===== config.mk =====
export PLATFORM = sky130hd
export DESIGN_NAME = xor_parity_accum
export DESIGN_NICKNAME = d
export VERILOG_FILES = /design/src/rtl/xor_parity_accum.sv
export SDC_FILE = /design/constraint.sdc
export NUM_CORES = 1
export LEC_CHECK = 0
export ABC_AREA = 1
export CORE_AREA = 2 2 59 61
export DETAILED_ROUTE_END_ITERATION = 8
export DIE_AREA = 0 0 61 63
export HOLD_SLACK_MARGIN = 0.12
export PLACE_DENSITY = 0.85
export SKIP_CTS_REPAIR_TIMING = 1
export SYNTH_ARGS = -nofsm -noshare
export SYNTH_HDL_FRONTEND = slang
export SYNTH_SLANG_ARGS = --single-unit
export TNS_END_PERCENT = 30

===== constraint.sdc =====
create_clock -name clk -period 5 [get_ports clk]
set_input_delay 0.75 -clock clk [delete_from_list [all_inputs] [get_ports clk]]
set_output_delay 0.75 -clock clk [all_outputs]
set_load 0.01 [all_outputs]

===== src/rtl/xor_parity_accum.sv =====
// xor_parity_accum
//   Streaming XOR parity engine. It folds each frame of WIDTH-bit words into a
//   per-column parity word and one overall parity bit, in even or odd mode. It
//   can also compare the result against an expected parity bit. The block
//   produces one registered result per frame, behind valid/ready handshakes.
// Ports
//   clk, rst_n        clock, asynchronous active-low reset
//   in_valid/ready    input word handshake; in_data word, in_last marks frame end
//   odd_sel           parity mode (1 = odd), captured with the first word
//   check_en/bit      parity check enable and expected bit, captured with closing word
//   out_valid/ready   result handshake
//   out_lane_par      bitwise XOR of all words in the frame
//   out_parity        ^out_lane_par ^ odd mode
//   out_count         words in the frame (1..MAX_WORDS)
//   out_err           check_en & (check_bit != out_parity)
//   out_ovf           frame closed at MAX_WORDS without in_last

// One column of the accumulator. The first word of a frame loads the column
// directly instead of XORing, so the block never needs a separate clear cycle.
module xor_parity_lane (
  input  logic clk,
  input  logic rst_n,
  input  logic load,
  input  logic first,
  input  logic d,
  output logic acc_next,
  output logic acc
);
  assign acc_next = first ? d : (acc ^ d);

  always_ff @(posedge clk or negedge rst_n) begin
    if (!rst_n)    acc <= 1'b0;
    else if (load) acc <= acc_next;
  end
endmodule

module xor_parity_accum #(
  parameter int WIDTH     = 8,
  parameter int MAX_WORDS = 16,
  localparam int CW       = $clog2(MAX_WORDS + 1)
) (
  input  logic             clk,
  input  logic             rst_n,
  input  logic             in_valid,
  output logic             in_ready,
  input  logic [WIDTH-1:0] in_data,
  input  logic             in_last,
  input  logic             odd_sel,
  input  logic             check_en,
  input  logic             check_bit,
  output logic             out_valid,
  input  logic             out_ready,
  output logic [WIDTH-1:0] out_lane_par,
  output logic             out_parity,
  output logic [CW-1:0]    out_count,
  output logic             out_err,
  output logic             out_ovf
);
  localparam logic [1:0] IDLE  = 2'd0;
  localparam logic [1:0] ACCUM = 2'd1;
  localparam logic [1:0] HOLD  = 2'd2;

  typedef struct packed {
    logic [WIDTH-1:0] lane;
    logic             parity;
    logic [CW-1:0]    count;
    logic             err;
    logic             ovf;
  } res_t;

  logic [1:0]       state_q, state_d;
  logic [CW-1:0]    cnt_q, cnt_next;
  logic             odd_q, odd_eff;
  logic             accept, first, at_max, closing;
  logic [WIDTH-1:0] acc_next, acc_q;
  res_t             res_q, res_d;

  assign in_ready  = (state_q != HOLD);
  assign out_valid = (state_q == HOLD);
  assign accept    = in_valid & in_ready;
  assign first     = (state_q == IDLE);

  // The counter restarts at 1 on the first word, so it never needs clearing
  // when a frame ends. It cannot pass MAX_WORDS because the frame closes there.
  assign cnt_next = first ? CW'(1) : cnt_q + CW'(1);
  assign at_max   = (cnt_next == CW'(MAX_WORDS));
  assign closing  = in_last | at_max;
  // A one-word frame has no latched mode yet, so take odd_sel straight from the input.
  assign odd_eff  = first ? odd_sel : odd_q;

  for (genvar g = 0; g < WIDTH; g++) begin : g_lane
    xor_parity_lane u_lane (
      .clk      (clk),
      .rst_n    (rst_n),
      .load     (accept),
      .first    (first),
      .d        (in_data[g]),
      .acc_next (acc_next[g]),
      .acc      (acc_q[g])
    );
  end

  always_comb begin
    res_d        = '0;
    res_d.lane   = acc_next;
    res_d.parity = (^acc_next) ^ odd_eff;
    res_d.count  = cnt_next;
    res_d.err    = check_en & (check_bit != res_d.parity);
    res_d.ovf    = at_max & ~in_last;
  end

  always_comb begin
    state_d = state_q;
    case (state_q)
      IDLE, ACCUM: if (accept) state_d = closing ? HOLD : ACCUM;
      HOLD:        if (out_ready) state_d = IDLE;
      default:     state_d = IDLE;
    endcase
  end

  always_ff @(posedge clk or negedge rst_n) begin
    if (!rst_n) begin
      state_q <= IDLE;
      cnt_q   <= '0;
      odd_q   <= 1'b0;
      res_q   <= '0;
    end else begin
      state_q <= state_d;
      if (accept) begin
        cnt_q <= cnt_next;
        if (first)   odd_q <= odd_sel;
        // The result stays in res_q after the frame leaves HOLD, until the next frame closes.
        if (closing) res_q <= res_d;
      end
    end
  end

  // acc_q is the running state; the result uses acc_next so the closing word is included.
  logic unused_acc;
  assign unused_acc = ^acc_q;

  assign out_lane_par = res_q.lane;
  assign out_parity   = res_q.parity;
  assign out_count    = res_q.count;
  assign out_err      = res_q.err;
  assign out_ovf      = res_q.ovf;
endmodule


==> metrics.txt <==
status completed; RSZ-0062 raised after global routing no; DR iter-0 viols 78; power per cell area ~470 nW/µm²; gp weighted congestion 0.8215; P&R area growth vs syn 23.92%; final worst slack around 2.7 ns; grt total ovfl 0; Post-synth EDFFs 0; minimum clock period about 2.3 ns; Slew HR approximately half; crit-path max FO 3; Distinct cells, synth 24; mapped cell area 1710 µm²; drc violations 0; maxcap violations 0; sw frac between 40% and 50%; clk slew on worst S/H paths approximately 0.10 ns; Die H between 60 and 70 µm; die area around 3800 µm²; Root Driver clkbuf_4; setup TNS 0 ns; P_leak approximately 1.1 nW; Initial Util 52.92%; Hold Vio Cnt, Final 0; R2R cell count 12; Routed wire per std cell ~12 µm; Setup WS pre-CTS approximately 2.5 ns; vias in the first global route 1493; critical path cell sequence inv_2, nor2_1, inv_1, clkdlybuf4s50_1; Gate power share 44.2%; CP endpoint kind primary output; Post-DRT Antenna Nets 0; hold path depth 2; Mapped Nets 249; Avg Inst Size Synth 7.372 µm²; Final Skew about 0.004 ns; dpl hpwl 2.616 mm; ys async rst share between 90% and 100%; CORE AREA ~3200 µm²; Filler cells ~300; #FFs+latches synth 32; CP Launch Type flip-flop; Die W ~61 µm; vias post-DR roughly 1.6k; Finish-stage setup viols 0; CP Depth 4; VDD IR-drop max 277.2 µV; Clock Power Share between 10% and 20%; ys flop type dfrtp_1; Tightest Hold Check Type flip-flop to flip-flop; Max Clock Freq 0.4398 GHz; Switch Pwr roughly 0.40 mW; Final Cycle Share 45.47%; slowest CP cell clkdlybuf4s50_1; IO Port Bufs 33; total routed wirelength 3.664 mm; fraction of the yosys area taken by sequential cells 46.82%; Via density about 4.9; fin nets between 200 and 300; share of layout cells above drive strength 1 6.716%; GRT Total Usage 22.15%; Arr. time, crit path ~1.5 ns; Diodes inserted 0; CTS tree done; Seq pwr share between 30% and 40%; Required @ worst endpoint roughly 4.3 ns; hold_ws between 0.4 and 0.5 ns; clk buf depth 2; yosys warns 0; CP max stage delay 0.53 ns; initial antenna violation count 0; first-pass GRT wire length approximately 6.4 mm; I/O pins 34; pin count of the biggest net entering global routing 33; actual slew at the worst max-slew pin about 0.74 ns; Clk Latency, worst-skew pair roughly 0.34 ns; crit path kind flip-flop to primary output; std cell rows 21; Pins Over Slew Limit 0; DRT Pass-1 Iters 4; number of CTS-inserted buffers 5; clk sinks 32; internal power 0.6004 mW; Worst Path Buf+Inv 3; Post-Synthesis Cells ~230; H-tree Lvls 2; Worst path top cell family by delay buffers and inverters
[worst paths after layout]
check / startpoint / endpoint / slack (ns)
worst min-delay path: out_count[3] / out_count[3] / 0.48
max in group asynchronous: rst_n / state_q[0] / 3.89
worst max register to register: cnt_q[0] / out_err / 2.97
worst min register to register: out_count[3] / out_count[3] / 0.48
min in group asynchronous: rst_n / out_count[2] / 0.80
worst max-delay path: state_q[1] / in_ready / 2.73
[layout make-up]
type | count | area, µm² | area share (%)
flip-flops and latches | 32 | 800.8 | 37.78
multi-input cells | 164 | 752.0 | 35.48
repair buffers | 34 | 337.8 | 15.94
inverters | 30 | 112.6 | 5.313
clock buffers | 8 | 58.81 | 2.775
well taps | 46 | 57.56 | 2.715
[metrics by stage]
stage	instance area, µm²	power (mW)	std cells	util, %
after floorplan	1710	0.6765	232	-
after global placement	2061	0.8250	306	63.76
after detailed placement	2061	0.8452	306	63.76
after CTS	2120	1.007	314	65.58
after global routing	2120	1.094	314	65.58
final	2120	1.001	314	65.58
[tightest hold or removal path: cells and delay by family (launching register included)]
kind          cells  cell delay (ns)
simple gates      2             0.10
flops             1             0.36
[routing by layer]
metal	global-route usage [%]	wire, µm
met1	28.42	1669
met2	36.42	1784
met3	5.590	170
met4	5.978	41
met5	0	0
[registers in the layout, indices dropped and copies added, names as in the netlist]
| register | cells |
|---|---|
| g_lane.u_lane.acc | 8 |
| cnt_q | 5 |
| odd_q | 1 |
| out_ovf | 1 |
| out_count | 5 |
| out_lane_par | 8 |
| state_q | 2 |
| out_err | 1 |
| out_parity | 1 |
[cells in the final DEF, fill, tap and decap left out]
| cell type | Yosys | final |
|---|---|---|
| nand2_1 | 91 | 91 |
| clkdlybuf4s50_1 | 0 | 33 |
| dfrtp_1 | 32 | 32 |
| inv_1 | 25 | 25 |
| o21ai_0 | 22 | 22 |
| nor2_1 | 14 | 14 |
| nand3_1 | 10 | 10 |
| o21ai_1 | 7 | 7 |
| inv_2 | 5 | 5 |
| clkbuf_4 | 0 | 5 |
| nand3b_1 | 2 | 2 |
| nor3_1 | 2 | 2 |
| xor2_1 | 2 | 2 |
| a21oi_1 | 2 | 2 |
| or2_2 | 2 | 2 |
| xnor2_1 | 2 | 2 |
| clkbuf_1 | 3 | 2 |
| nand2_4 | 1 | 1 |
| nor2_2 | 1 | 1 |
| nand4_2 | 1 | 1 |
| a21oi_4 | 1 | 1 |
| a22oi_1 | 1 | 1 |
| a31oi_1 | 1 | 1 |
| o31ai_1 | 1 | 1 |
| ha_1 | 1 | 1 |
| clkbuf_8 | 0 | 1 |
| buf_4 | 0 | 1 |
[Yosys cell counts, drive strengths merged (2+ instances only)]
library cell	count	share of area (%)
a21oi	3	1.5
buf	3	2.0
clkbuf	3	0.66
dfrtp	32	47
inv	30	6.6
nand2	92	21
nand3	10	2.9
nand3b	2	0.88
nor2	15	3.4
nor3	2	0.59
o21ai	29	8.5
or2	2	0.73
xnor2	2	1.0
xor2	2	1.0
[kinds of logic after synthesis]
family	count (synthesis)	synth area share, %
DFF	32	46.82
buffers and inverters	36	9.217
and+or+nand+nor	124	29.92
AOI/OAI and AO/OA	35	11.27
xor gates and xnor gates	4	2.049
adders and majority gates	1	0.7314
[power groups by stage]
stage	sequential, mW	combinational, mW	clock, mW
2_1_floorplan	0.412	0.265	0
3_3_place_gp	0.398	0.427	0
3_5_place_dp	0.402	0.443	0
4_1_cts	0.398	0.446	0.163
5_1_grt	0.410	0.511	0.173
6_report	0.398	0.443	0.161
Note: power is estimated with default switching activity, not from simulation.
